==> src/rtl/pwm_fade_pkg.sv <==
// Shared types and helpers for the PWM fade sequencer.
// Optional feature macro: PWM_FADE_GAMMA_EN (adds a perceptual gamma map on
// committed duties; valid for DW=8 only).
package pwm_fade_pkg;

  localparam int DW_DEF = 8;

  typedef enum logic [1:0] {
    IDLE = 2'd0,
    WAIT = 2'd1,
    STEP = 2'd2,
    PEND = 2'd3
  } state_e;

`ifdef PWM_FADE_GAMMA_EN
  // Squared-law map with round-up: 0->0, 1->1, 0x80->0x40, 0xFF->0xFF.
  // The largest intermediate (0xFF*0xFF + 0xFF) still fits in 16 bits.
  function automatic logic [7:0] gamma8(input logic [7:0] w);
    logic [15:0] sq;
    sq = (16'(w) * 16'(w)) + 16'd255;
    return sq[15:8];
  endfunction
`endif

endpackage

==> src/rtl/pwm_fade_step.sv <==
// Combinational saturating step unit: moves cur toward tgt by at most step.
// Sums and differences are formed one bit wider than DW so a large step
// can never wrap past the target.
module pwm_fade_step
  import pwm_fade_pkg::*;
#(
  parameter int DW = DW_DEF
) (
  input  logic [DW-1:0] cur,
  input  logic [DW-1:0] tgt,
  input  logic [DW-1:0] step,
  output logic [DW-1:0] nxt
);

  logic [DW:0] up_sum_s;
  logic [DW:0] dn_diff_s;

  // Next working value, clamped to the target in either direction.
  always_comb begin
    up_sum_s  = {1'b0, cur} + {1'b0, step};
    dn_diff_s = {1'b0, cur} - {1'b0, step};
    nxt       = cur;
    if (step == {DW{1'b0}}) begin
      nxt = cur;
    end else if (tgt > cur) begin
      if (up_sum_s >= {1'b0, tgt}) begin
        nxt = tgt;
      end else begin
        nxt = up_sum_s[DW-1:0];
      end
    end else if (tgt < cur) begin
      // A borrow in the top bit means we stepped below zero: clamp.
      if (dn_diff_s[DW] || (dn_diff_s[DW-1:0] <= tgt)) begin
        nxt = tgt;
      end else begin
        nxt = dn_diff_s[DW-1:0];
      end
    end else begin
      nxt = cur;
    end
  end

endmodule

==> src/rtl/pwm_fade_sequencer.sv <==
// PWM fade sequencer: ramps per-channel working duties toward their targets
// one step per tick and commits them to the PWM generator only on a period
// boundary. One step unit is time-shared across channels.
// Optional feature macro: PWM_FADE_GAMMA_EN (gamma-mapped commit values;
// settle/busy/done always use the linear working values).
module pwm_fade_sequencer
  import pwm_fade_pkg::*;
#(
  parameter int NUM_CH  = 4,
  parameter int DW      = DW_DEF,
  parameter int PRESC_W = 16
) (
  input  logic                 clk,
  input  logic                 rst,
  input  logic                 enable_i,
  input  logic [NUM_CH*DW-1:0] target_i,
  input  logic [DW-1:0]        step_i,
  input  logic [PRESC_W-1:0]   rate_div_i,
  input  logic                 period_end_i,
  output logic [NUM_CH*DW-1:0] duty_o,
  output logic                 busy_o,
  output logic                 done_o
);

  localparam int CH_W = (NUM_CH > 1) ? $clog2(NUM_CH) : 1;

  state_e               state_r;
  state_e               state_nxt_s;
  logic [PRESC_W-1:0]   presc_r;
  logic [PRESC_W-1:0]   presc_nxt_s;
  logic [CH_W-1:0]      ch_r;
  logic [CH_W-1:0]      ch_nxt_s;
  logic [DW-1:0]        working_r [NUM_CH];
  logic                 step_we_s;
  logic                 commit_s;
  logic                 settled_s;
  logic [DW-1:0]        cur_s;
  logic [DW-1:0]        tgt_s;
  logic [DW-1:0]        nxt_s;
  logic [NUM_CH*DW-1:0] commit_val_s;

  // Select the channel currently being stepped; target is sampled live.
  always_comb begin
    cur_s = working_r[ch_r];
    tgt_s = target_i[ch_r*DW +: DW];
  end

  pwm_fade_step #(.DW(DW)) u_step (
    .cur  (cur_s),
    .tgt  (tgt_s),
    .step (step_i),
    .nxt  (nxt_s)
  );

  // Settled when every working value equals its target, before any gamma.
  always_comb begin
    settled_s = 1'b1;
    for (int n = 0; n < NUM_CH; n++) begin
      settled_s = settled_s & (working_r[n] == target_i[n*DW +: DW]);
    end
  end

  // Value presented to the PWM generator at commit time.
  always_comb begin
    commit_val_s = {(NUM_CH*DW){1'b0}};
    for (int n = 0; n < NUM_CH; n++) begin
`ifdef PWM_FADE_GAMMA_EN
      commit_val_s[n*DW +: DW] = gamma8(working_r[n]);
`else
      commit_val_s[n*DW +: DW] = working_r[n];
`endif
    end
  end

  // Next-state logic: prescaler ticks in WAIT, channel sweep in STEP,
  // commit on the period boundary in PEND; disable aborts to IDLE.
  always_comb begin
    state_nxt_s = state_r;
    presc_nxt_s = presc_r;
    ch_nxt_s    = ch_r;
    step_we_s   = 1'b0;
    commit_s    = 1'b0;
    if (!enable_i) begin
      state_nxt_s = IDLE;
      presc_nxt_s = {PRESC_W{1'b0}};
      ch_nxt_s    = {CH_W{1'b0}};
    end else begin
      case (state_r)
        IDLE: begin
          state_nxt_s = WAIT;
          presc_nxt_s = {PRESC_W{1'b0}};
        end
        WAIT: begin
          if (presc_r == rate_div_i) begin
            state_nxt_s = STEP;
            presc_nxt_s = {PRESC_W{1'b0}};
            ch_nxt_s    = {CH_W{1'b0}};
          end else begin
            presc_nxt_s = presc_r + PRESC_W'(1);
          end
        end
        STEP: begin
          step_we_s = 1'b1;
          if (ch_r == CH_W'(NUM_CH - 1)) begin
            state_nxt_s = PEND;
            ch_nxt_s    = {CH_W{1'b0}};
          end else begin
            ch_nxt_s = ch_r + CH_W'(1);
          end
        end
        PEND: begin
          if (period_end_i) begin
            commit_s    = 1'b1;
            state_nxt_s = WAIT;
          end else begin
            state_nxt_s = PEND;
          end
        end
        default: begin
          state_nxt_s = IDLE;
          presc_nxt_s = {PRESC_W{1'b0}};
          ch_nxt_s    = {CH_W{1'b0}};
        end
      endcase
    end
  end

  // FSM, prescaler and channel index registers.
  always_ff @(posedge clk) begin
    if (rst) begin
      state_r <= IDLE;
      presc_r <= {PRESC_W{1'b0}};
      ch_r    <= {CH_W{1'b0}};
    end else begin
      state_r <= state_nxt_s;
      presc_r <= presc_nxt_s;
      ch_r    <= ch_nxt_s;
    end
  end

  // Working duties: one channel written per STEP cycle, held otherwise.
  always_ff @(posedge clk) begin
    if (rst) begin
      for (int n = 0; n < NUM_CH; n++) begin
        working_r[n] <= {DW{1'b0}};
      end
    end else if (step_we_s) begin
      working_r[ch_r] <= nxt_s;
    end
  end

  // Committed duties and handshake flags, updated only at commit.
  always_ff @(posedge clk) begin
    if (rst) begin
      duty_o <= {(NUM_CH*DW){1'b0}};
      busy_o <= 1'b0;
      done_o <= 1'b0;
    end else if (commit_s) begin
      duty_o <= commit_val_s;
      busy_o <= ~settled_s;
      done_o <= busy_o & settled_s;
    end else begin
      done_o <= 1'b0;
    end
  end

endmodule

==> config.mk <==
export PLATFORM = sky130hd
export DESIGN_NAME = pwm_fade_sequencer
export DESIGN_NICKNAME = d
export VERILOG_FILES = /design/src/rtl/pwm_fade_pkg.sv /design/src/rtl/pwm_fade_step.sv /design/src/rtl/pwm_fade_sequencer.sv
export SDC_FILE = /design/constraint.sdc
export NUM_CORES = 1
export LEC_CHECK = 0
export CORE_MARGIN = 2
export CORE_UTILIZATION = 31
export CTS_CLUSTER_SIZE = 14
export DETAILED_ROUTE_END_ITERATION = 8
export PLACE_DENSITY_LB_ADDON = 0.1
export SKIP_LAST_GASP = 1
export SYNTH_ARGS = -nofsm -noshare
export SYNTH_HDL_FRONTEND = slang
export SYNTH_HIERARCHICAL = 1
export SYNTH_SLANG_ARGS = --single-unit
==> constraint.sdc <==
create_clock -name clk -period 4.61 [get_ports clk]
set_input_delay 0.922 -clock clk [delete_from_list [all_inputs] [get_ports clk]]
set_output_delay 0.922 -clock clk [all_outputs]
set_load 0.02 [all_outputs]
* Word-level counts from Yosys, hierarchy flattened
Memories as Yosys holds them, arrays and structs flattened. A register that Yosys moved wholly into a read port is not among the register bits. Cells that the tools add are included. W data, S select, Z words.
Operators by class: add/sub/neg operators 4, bitwise operators 7, muxes and demuxes 29, shift operators 1, $lt $le $gt $ge 4, equality and inequality tests 11, reduce and logical (&&, ||, !) cells 10
Operators with widths (count):
- $mux W8 | 6
- $eq A8 B8 Y1 | 4
- $pmux W16 S2 | 1
- $shiftx A32 B6 Y8 | 1
- $add A16 B1 Y16 const B | 1
- $eq A16 B16 Y1 | 1
- $mux W16 | 1
- $mux W2 | 8
- $mux W1 | 11
- $add A8 B8 Y9 | 1
- $ge A9 B8 Y1 | 1
- $sub A8 B8 Y9 | 1
- $gt A8 B8 Y1 | 1
- $le A8 B8 Y1 | 1
- $logic_not A8 Y1 | 1
- $lt A8 B8 Y1 | 1
- $pmux W2 S4 | 1
- $reduce_or A8 Y1 | 1
- $eq A2 B2 Y1 const B | 3
- $and A1 B1 Y1 | 4
- $ne A2 B2 Y1 const B | 2
- $pmux W2 S2 | 1
- $reduce_and A2 Y1 | 2
- $reduce_bool A2 Y1 | 2
- 6 further kinds | 9
Word-level totals: memories kept 1, bits of input ports 60, bits in registers 54, logic and storage cells 73, bits in writable memories 32, output and inout bits 34
Memories:
- working_r | words 4, width 8, read ports 5, clocked after Yosys merged registers in 1, write ports 4, RTL line pwm_fade_sequencer.sv:33 | logic [DW-1:0] working_r [NUM_CH];

* Depth between registers and ports, before layout
Gate-level depths: netlist of the first run.
depth in word-level cells 8, depth in mapped cells 20, gate-level depth less buffers 18

* Cells and area by module
Netlist of the first run, hierarchy kept.
Modules (own cells, without submodules):
- pwm_fade_sequencer | sequential area each 2082.0 um2, cells an instance 435, area an instance 4372.9 um2, instances 1
- pwm_fade_step | sequential area each 0.0 um2, cells an instance 213, area an instance 1589.0 um2, instances 1

* Worst setup path after synthesis of the first run
No wires, ideal clock.
kind register to register, from register (tool-made name), to memory working_r[3][0] (netlist name) (data pin), data required time 4.355 ns, clock period less this slack 4.213 ns, buffers on the path 1, setup time 0.255 ns, path slack 0.397 ns, data arrival time 3.958 ns, stages on the path, launching flop included 18, cell sequence dfxtp_1 buf_2 mux4_2 ha_1 fa_1 nand2b_1 a21oi_1 a221oi_2 xor2_1 ha_1 nand4_1 nor2_1 a211oi_2 o221ai_4 mux2i_1 o22ai_1 a22o_1 and3_1
RTL lines (RTL line):
- end: declaration | pwm_fade_sequencer.sv:33

==> flow_summary_export.csv, run 1 <==
group,metric,value,unit
worst_setup_path,reg2reg_from,"working_r[2][3]",
placed_design,gp_congestion,0.902,
power,power.switching,0.546,mW
floorplanning,pin_count,94,
synth,yosysTopAreaCellShare,18.8,%
sta,final.min_clock_period,4400,ps
floorplanning,dieHeight,143,µm
worst_setup_path,arrival,4500,ps
final_layout,n_fill_cell,1868,
route,wl_per_cell,19.4,µm
worst_setup_path,crit_type,"input port to flip-flop",
worst_setup_path,rr_worst_depth,17,
final_layout,fin_area,7810,µm²
final_layout,diodes,0,
placed_design,io_buffers,93,
final_layout,layout_common_cells,"clkdlybuf4s50_1, nand2_1, buf_4",
clock_network,clk_pin_slew,60,ps
synth,synth_nets,752,
sta,drv_slew,0,
power,combPwrFrac,22.1,%
power,p_int,1.43,mW
final_layout,nNetsFinal,886,
route,ant_nets,0,
worst_setup_path,cp-end-kind,"flip-flop",
synth,yosys_most_used_dff,"dfxtp_1",
synth,ys_seq_area_share,34.9,%
global_routing,grt_pass1_vias,5256,
floorplanning,core_area,18800,µm²
synth,netlist_area,5960,µm²
sta,worst_slew_pin_slew,1030,ps
final_layout,syn2layout_area_growth,31.0,%
floorplanning,die-area,20400,µm²
hold_path,worstHoldStart,"duty_o[5]",
clock_network,clkSinkCount,88,
global_routing,grt_pass1_wl,29900,µm
synth,yosysWarnings,6,
hold_path,hold_depth,2,
worst_setup_path,r2r_slack,220,ps
clock_network,cts_buffer_depth,2,
global_routing,grt-ovfl-total,0,
worst_setup_path,r2r-end,"working_r[3][0]",
worst_setup_path,critPathRequiredTime,4710,ps
clock_network,numCtsBuffers,9,
synth,yosysTopAreaCell,"dfxtp_1",
power,p_sw_share,27.6,%
synth,synth_area_leaders,"dfxtp_1, edfxtp_1, ha_1, xor2_1, mux4_2",
power,leakage,3.02,nW
clock_network,cts_htree_levels,3,
final_layout,layoutNonFillerInstCount,1021,
synth,avgSynthCellArea,9.20,µm²
global_routing,grt_max_degree,40,
worst_setup_path,critPathMaxFanout,5,
power,p_clk_share,36.2,%
global_routing,grtUsageTotal,19.4,%
floorplanning,die-width,143,µm
clock_network,cts_tree,"yes",
sta,finalSetupViolations,0,
final_layout,final_common_cell,"clkdlybuf4s50_1",
route,routed_wl,19800,µm
hold_path,hold_path_class,"flip-flop to flip-flop",
synth,async_flop_share,0,%
hold_path,holdPathEnd,"duty_o[5]",
flow_run,cap_violations,0,
sta,slew_headroom,31.0,%
power,powerDensity,254,nW/µm²
route,drtIter0Drc,411,
worst_setup_path,start_kind,"input port",
route,vias_per_cell,5.33,
route,drtPass1Iterations,4,
sta,fmax,227,MHz
route,vias,5444,
placed_design,placedInstanceArea,7380,µm²
power,seqPwrFrac,41.7,%
synth,ys_ff_latch,88,
worst_setup_path,startpoint,"step_i[1]",
clock_network,worstSkewPairLatency,350,ps
sta,fin_crit_sh,95.4,%
sta,hold_viol,0,
final_layout,drive_gt1_share,14.5,%
placed_design,place_inst,992,
clock_network,cts_root_buffer,"clkbuf_16",
run_status,status,"finished clean",
floorplanning,fp-row-count,50,
placed_design,detailedPlacementHpwl,15400,µm
power,total_power,1.98,mW
route,drc,0,
sta,skew,5.00,ps
global_routing,antenna_found_initial,0,
synth,synth_cell_types,60,
synth,synth_cells,648,
floorplanning,initial_core_util,31.8,%
power,peakVddDrop,0.188,mV
synth,synth-edff-count,32,
==> cells by family (layout without fill, tap and decap cells) <==
group	count (synthesis)	after routing	share of synthesized area, %
and+or+nand+nor	236	236	20.0
AOI/OAI and AO/OA	126	127	13.8
DFF	88	88	34.9
buffers and inverters	66	204	4.93
xor gates and xnor gates	61	61	8.96
adders and majority gates	44	44	9.49
muxes	27	27	7.91
==> through the flow <==
stage	setup TNS, ps	setup WS (ps)	hold WS [ps]	utilization [%]
finish	0	212	456	41.6
global route	-1250	-62.9	472	41.6
CTS	0	69.6	458	40.9
detailed placement	-5780	-219	449	39.3
global placement	-4030	-164	447	39.3
floorplan	0	397	479	-
==> how the worst max path moves through the flow <==
stage               depth (start not counted)               to
floorplan                                  17  working_r[3][0]
global placement                           16  working_r[3][2]
detailed placement                         17  working_r[3][2]
CTS                                        18  working_r[1][6]
global route                               19  working_r[3][5]
finish                                     19  working_r[3][0]
==> cell type report <==
cell class | instances | area [µm²] | area share (%)
multi-input cells | 495 | 3630 | 46.5
inverters | 36 | 135 | 1.73
well taps | 234 | 293 | 3.75
clock inverters | 2 | 12.5 | 0.160
flip-flops and latches | 88 | 2090 | 26.7
repair buffers | 152 | 1370 | 17.6
clock buffers | 14 | 275 | 3.52
==> power groups by stage <==
| stage | clock network, mW | logic, mW | registers (mW) |
|---|---|---|---|
| 5_1_grt | 0.762 | 0.475 | 0.827 |
| 3_5_place_dp | 0 | 0.404 | 0.845 |
| 3_3_place_gp | 0 | 0.399 | 0.845 |
| 6_report | 0.716 | 0.438 | 0.827 |
| 2_1_floorplan | 0 | 0.231 | 0.837 |
| 4_1_cts | 0.735 | 0.409 | 0.828 |
==> timing repair <==
item | CTS | global route
gates resized for setup | 2 | 10
setup endpoints to repair | 21 | 32
setup buffers | 0 | 12
pin swaps | 0 | 8
gates cloned | 0 | 1
hold buffers | 0 | 0
==> routing by layer <==
metal | track usage (%) | vias up | wire, µm
li1 | - | 2595 | -
met1 | 27.2 | 2633 | 9350
met2 | 30.2 | 189 | 8880
met3 | 3.49 | 27 | 1150
met4 | 6.25 | 0 | 425
met5 | 0 | - | 0
==> synthesized netlist by cell type, types with 4 or more instances <==
library cell  instances
a211oi_1              6
a21oi_1              53
a31oi_1               7
and2_1               25
and3_1               11
buf_2                 6
buf_6                 4
clkbuf_1             15
dfxtp_1              56
edfxtp_1             32
ha_1                 42
inv_1                36
mux2i_1              10
mux4_2               16
nand2_1              91
nand2b_1             11
nand3_1              12
nand4_1              16
nor2_1               24
nor2b_1               4
nor3_1                7
nor4_1               11
o211ai_1              6
o21ai_0              16
o221ai_1              4
o22ai_1               9
or2_2                 5
xnor2_1              11
xor2_1               50
==> registers in the layout, summed over array words and instances (netlist names), named ones only <==
signal	count
duty_o	32
working_r	32
presc_r	16
ch_r	2
state_r	2
busy_o	1
done_o	1
==> worst max-delay path, cell delays in order <==
cell,delay [ps]
clkdlybuf4s50_1,480
inv_1,60
ha_1,290
nor2b_1,120
o21bai_1,120
a211oi_2,290
buf_4,170
nor2_1,40
xnor2_1,150
ha_1,310
nand4_1,110
nor2_2,140
a211oi_2,90
buf_4,160
o221ai_4,300
mux2i_1,240
o22ai_1,100
a22o_1,240
and3_1,160
(Power assumes the default switching activity.)
==> inputs of run 2 (changes only) <==
--- a/config.mk
+++ b/config.mk
@@ -5,12 +5,13 @@
 export SDC_FILE = /design/constraint.sdc
 export NUM_CORES = 1
 export LEC_CHECK = 0
-export CORE_MARGIN = 2
+export CORE_MARGIN = 5
 export CORE_UTILIZATION = 31
 export CTS_CLUSTER_SIZE = 14
 export DETAILED_ROUTE_END_ITERATION = 8
 export PLACE_DENSITY_LB_ADDON = 0.1
 export SKIP_LAST_GASP = 1
+export SLEW_MARGIN = 20
 export SYNTH_ARGS = -nofsm -noshare
 export SYNTH_HDL_FRONTEND = slang
 export SYNTH_HIERARCHICAL = 1
==> run 2 against run 1 <==
Sequential cell count did not move. Clock skew rose by 2.3 ps. Sequential power barely moved. Combinational power fell by 2%. Final area rose by 0.51%. Non-clock buffer count fell by 4. Global-route usage fell by 1.4 points. Hold slack barely moved. Utilization rose by 0.074 points. Setup slack got worse by 77 ps. Critical path type unchanged. Largest power group unchanged.
==> flow_summary_export.csv, run 2 (synthesis gave the netlist of run 1 again) <==
group,metric,value,unit
sta,fmax,223,MHz
sta,fin_setup_tns,0,ps
hold_path,hold_path_class,"flip-flop to flip-flop",
final_layout,layout_common_cells,"clkdlybuf4s50_1, nand2_1, dfxtp_1",
global_routing,grt_max_degree,40,
run_status,status,"finished clean",
floorplanning,die-area,22100,µm²
worst_setup_path,arrival,4580,ps
floorplanning,die-width,149,µm
sta,worst_slew_pin_slew,949,ps
final_layout,n_fill_cell,1870,
route,wl_per_cell,19.3,µm
final_layout,multi_input_area,3650,µm²
route,drtPass1Iterations,5,
sta,fin_crit_sh,97.1,%
final_layout,syn2layout_area_growth,31.7,%
sta,drv_slew,0,
clock_network,cts_tree,"yes",
sta,setup_slack,136,ps
power,peakVddDrop,0.198,mV
placed_design,io_buffers,93,
sta,hold_viol,0,
power,total_power,2.01,mW
floorplanning,initial_core_util,31.7,%
worst_setup_path,path_cells,"clkdlybuf4s50_1, inv_1, ha_1, nor2b_1, o21bai_2, a211oi_2, buf_4, nor2_1, xnor2_2, ha_1, o21ai_0, nor2_1, a211oi_4, o221ai_4, mux2i_1, o22ai_1, a21o_1, and3_1",
worst_setup_path,cp-end-kind,"flip-flop",
clock_network,cts_buffer_depth,2,
route,drtIter0Drc,451,
worst_setup_path,slowest_delay,470,ps
floorplanning,fp-row-count,50,
clock_network,cts_root_buffer,"clkbuf_16",
worst_setup_path,crit_type,"input port to flip-flop",
global_routing,grt_pass1_wl,30700,µm
clock_network,numCtsBuffers,9,
final_layout,reg_top3,"duty_o (32), working_r (32), presc_r (16)",
floorplanning,core_area,18800,µm²
floorplanning,dieHeight,149,µm
global_routing,grt_pass1_vias,5421,
clock_network,clkSinkCount,88,
final_layout,drive_gt1_share,14.0,%
sta,finalSetupViolations,0,
sta,whs,456,ps
placed_design,gp_congestion,0.890,
clock_network,cts_htree_levels,3,
worst_setup_path,slowest_stage,"clkdlybuf4s50_1",
placed_design,detailedPlacementHpwl,15600,µm
worst_setup_path,start_kind,"input port",
worst_setup_path,cp_num_buf_inv,3,
placed_design,placedInstanceArea,7390,µm²
power,powerDensity,256,nW/µm²
clock_network,worstSkewPairLatency,350,ps
worst_setup_path,crit_family,"compound AO/OA/AOI/OAI gates",
sta,final.min_clock_period,4470,ps
power,leakage,3.01,nW
flow_run,cap_violations,0,
route,vias_per_cell,5.19,
global_routing,antenna_found_initial,0,
placed_design,pre_cts_ws,-259,ps
final_layout,finalCoreUtilization,41.7,%
sta,slew_headroom,36.5,%
route,drc,0,
global_routing,grtUsageTotal,18.0,%
final_layout,fin_area,7850,µm²
sta,skew,7.28,ps
final_layout,layoutNonFillerInstCount,1043,
clock_network,clk_pin_slew,60,ps
floorplanning,pin_count,94,
final_layout,regArea,2090,µm²
clock_network,cts_hold_buf,0,
route,vias,5412,
worst_setup_path,critPathRequiredTime,4720,ps
final_layout,final_common_cell,"clkdlybuf4s50_1",
placed_design,place_inst,1015,
worst_setup_path,critPathMaxFanout,5,
final_layout,diodes,0,
final_layout,nNetsFinal,882,
route,ant_nets,0,
global_routing,grt-ovfl-total,0,
route,routed_wl,20100,µm
## run 2: cell types whose count changed in the layout (fill, tap and decap cells not counted), sizes merged
cell,previous run,this run
buf,59,55
clkbuf,14,13
clkinv,1,2
## run 2: final cells by class
| class | instances | share of cell area [%] |
|---|---|---|
| inverter | 36 | 1.72 |
| multi-input combinational | 495 | 46.5 |
| clock buffer | 13 | 3.60 |
| sequential | 88 | 26.6 |
| clock inverter | 3 | 0.271 |
| timing repair buffer | 148 | 17.2 |
| tap | 260 | 4.14 |
## run 2: worst paths after layout
check / from / end / slack [ps] / depth (start not counted)
min: duty_o[30] / duty_o[30] / 460 / 2
max: step_i[1] / working_r[3][4] / 140 / 18
min reg2reg: duty_o[30] / duty_o[30] / 460 / 2
max reg2reg: working_r[2][1] / working_r[3][4] / 150 / 17
## run 2: worst min-delay path: stages (launching register included)
cell,delay [ps]
dfxtp_1,310
nand2_1,50
a21oi_1,50
## run 2: per-layer routing
metal	vias up	routed length, µm	track usage [%]
met4	0	333	4.67
met5	-	0	0
li1	2593	-	-
met1	2604	9680	25.5
met3	23	1270	3.96
met2	192	8830	28.0
## run 2: timing repair
action / CTS / global route
pin swaps: 0 / 4
endpoints found under the setup margin: 32 / 32
gates cloned: 0 / 1
buffers inserted: 0 / 11
resized for setup: 1 / 11
## run 2: power by group
| part | switching (mW) | internal, mW |
|---|---|---|
| Sequential | 0.0132 | 0.813 |
| Clock | 0.323 | 0.432 |
| Combinational | 0.229 | 0.201 |
==> inputs of run 3 (changes only) <==
--- a/config.mk
+++ b/config.mk
@@ -5,6 +5,7 @@
 export SDC_FILE = /design/constraint.sdc
 export NUM_CORES = 1
 export LEC_CHECK = 0
+export ABC_AREA = 1
 export CORE_MARGIN = 5
 export CORE_UTILIZATION = 31
 export CTS_CLUSTER_SIZE = 14
==> run 3 against run 2 <==
Register-to-register slack better by 350 ps. Non-clock buffer count is 27 lower. Setup slack better by 360 ps. Highest routed layer unchanged.
==> flow_summary_export.csv, run 3 <==
group,metric,value,unit
run_status,status,"finished clean",
sta,finalSetupViolations,0,
synth,synth_cell_types,40,
final_layout,layout_common_cells,"nand2_1, nor2_1, inv_1",
global_routing,grt_pass1_wl,33700,µm
synth,ys_ff_latch,88,
sta,hold_viol,0,
worst_setup_path,start_kind,"flip-flop",
worst_setup_path,critPathMostFrequentCell,"nand2_1",
sta,fmax,243,MHz
sta,whs,482,ps
clock_network,cts_root_buffer,"clkbuf_16",
global_routing,antenna_found_initial,0,
worst_setup_path,r2r-end,"working_r[2][7]",
worst_setup_path,crit_family,"simple AND/OR/NAND/NOR gates",
power,leakage,3.80,nW
power,peakVddDrop,0.165,mV
hold_path,hold_path_class,"flip-flop to flip-flop",
clock_network,cts_setup_buffers,0,
worst_setup_path,crit_type,"flip-flop to flip-flop",
global_routing,grt-ovfl-total,0,
hold_path,hold_depth,2,
sta,setup_slack,498,ps
final_layout,drive_gt1_share,10.1,%
synth,yosysWarnings,6,
placed_design,gp_congestion,0.921,
hold_path,holdPathEnd,"done_o",
global_routing,grt_max_degree,32,
clock_network,clk_pin_slew,70,ps
route,ant_nets,0,
synth,ys_seq_area_share,31.2,%
route,drc,0,
route,drtIter0Drc,470,
final_layout,reg_top3,"duty_o (32), working_r (32), presc_r (16)",
global_routing,grt_pass1_vias,6057,
sta,drv_slew,0,
worst_setup_path,slowest_stage,"dfxtp_1",
worst_setup_path,critPathRequiredTime,4700,ps
clock_network,cts_tree,"yes",
power,total_power,2.07,mW
worst_setup_path,r2r_slack,500,ps
synth,async_flop_share,0,%
final_layout,final_common_cell,"nand2_1",
final_layout,syn2layout_area_growth,24.8,%
floorplanning,initial_core_util,31.7,%
floorplanning,core_area,21100,µm²
synth,yosysTopAreaCell,"dfxtp_1",
route,drtPass1Iterations,5,
synth,synth_nets,1090,
synth,yosysTopAreaCellShare,16.8,%
synth,netlist_area,6680,µm²
sta,worst_slew_pin_slew,698,ps
hold_path,worstHoldStart,"busy_o",
flow_run,cap_violations,0,
global_routing,grtUsageTotal,17.7,%
floorplanning,die-width,157,µm
floorplanning,die-area,24600,µm²
worst_setup_path,cp_num_buf_inv,7,
route,vias,6506,
route,vias_per_cell,4.75,
route,routed_wl,21900,µm
sta,fin_crit_sh,89.2,%
clock_network,worstSkewPairLatency,350,ps
clock_network,clkSinkCount,88,
synth,synth_cells,986,
worst_setup_path,cp-end-kind,"flip-flop",
worst_setup_path,rr_worst_depth,27,
sta,fin_setup_tns,0,ps
sta,rsz0062_at_grt,"no",
final_layout,n_fill_cell,2268,
synth,yosys_most_used_dff,"dfxtp_1",
floorplanning,pin_count,94,
placed_design,detailedPlacementHpwl,17400,µm
worst_setup_path,slowest_delay,370,ps
final_layout,nNetsFinal,1195,
floorplanning,dieHeight,157,µm
final_layout,diodes,0,
worst_setup_path,path_depth,27,
placed_design,pre_cts_ws,174,ps
synth,synth_area_leaders,"dfxtp_1, edfxtp_1, nand2_1, nor2_1, ha_1",
worst_setup_path,arrival,4200,ps
clock_network,cts_hold_buf,0,
sta,skew,8.20,ps
placed_design,io_buffers,93,
synth,netlist_top_cells_count,"nand2_1, nor2_1, inv_1",
sta,slew_headroom,53.4,%
clock_network,cts_htree_levels,3,
clock_network,numCtsBuffers,9,
synth,synthMostInstantiatedCell,"nand2_1",
synth,avgSynthCellArea,6.77,µm²
floorplanning,fp-row-count,53,
route,wl_per_cell,15.9,µm
synth,synth-edff-count,32,
clock_network,cts_buffer_depth,2,
worst_setup_path,critPathMaxFanout,12,
sta,final.min_clock_period,4110,ps
power,powerDensity,248,nW/µm²
clock_network,cts_resized,0,
-- run 3: changes by cell type after synthesis, sizes merged, moves of 12 or more --
cell and change:
inv +99, and2 -26, nand3 +51, xor2 -32, o21ai +62, nand2 +138, nor2 +142, nor4 -12
mux4 -16
-- run 3: power breakdown --
group / total, mW / internal [mW] / switching [mW] / leakage [nW]
registers: 0.829 / 0.814 / 0.0154 / 0.781
clock network: 0.764 / 0.426 / 0.338 / 0.144
logic: 0.472 / 0.190 / 0.282 / 2.87
total: 2.07 / 1.43 / 0.635 / 3.80
-- run 3: routing by layer --
metal  track usage (%)  up-vias  share of wire, %
li1                  -     3385                 -
met1              25.4     2938                50
met2              27.5      167                44
met3              3.84       16               5.3
met4              3.47        0               1.1
met5                 0        -                 0
-- run 3: final cells by class --
class | count | area, µm² | share of cell area, %
well taps | 275 | 344 | 4.13
inverters | 136 | 510 | 6.12
flip-flops and latches | 88 | 2080 | 25.0
repair buffers | 121 | 1140 | 13.7
multi-input cells | 735 | 3950 | 47.4
clock buffers | 9 | 225 | 2.70
clock inverters | 7 | 83.8 | 1.01
-- run 3: tightest hold or removal path, stage by stage (launching register included) --
cell	delay, ps
dfxtp_1	330
nand3_1	80
nor2_1	40
-- run 3: stage by stage --
stage / area [µm²] / std cells / utilization (%)
6_report: 8340 / 1371 / 39.5
5_1_grt: 8340 / 1371 / 39.5
4_1_cts: 8340 / 1371 / 39.5
3_5_place_dp: 8030 / 1355 / 38.1
3_3_place_gp: 8030 / 1355 / 38.1
2_1_floorplan: 6680 / 986 / -
-- run 3: worst max-delay path by stage --
stage / from / endpoint / slack, ps
after floorplan: flip-flop / working_r[2][6] / 880
after global placement: step_i[2] / working_r[2][7] / 140
after detailed placement: step_i[2] / working_r[2][7] / 170
after CTS: flip-flop / working_r[2][7] / 510
after global routing: flip-flop / working_r[2][7] / 100
final: flip-flop / working_r[2][7] / 500
-- run 3: cells by family (layout without fill, tap and decap cells) --
| family | count (synthesis) | count (layout) | share of synthesized area (%) |
|---|---|---|---|
| AND/OR/NAND/NOR | 496 | 496 | 32.7 |
| buffers and inverters | 163 | 273 | 9.69 |
| AO/OA/AOI/OAI | 156 | 156 | 12.8 |
| flip-flops | 88 | 88 | 31.2 |
| adder cells (fa/ha/maj) | 44 | 44 | 8.47 |
| XOR/XNOR | 39 | 39 | 5.12 |
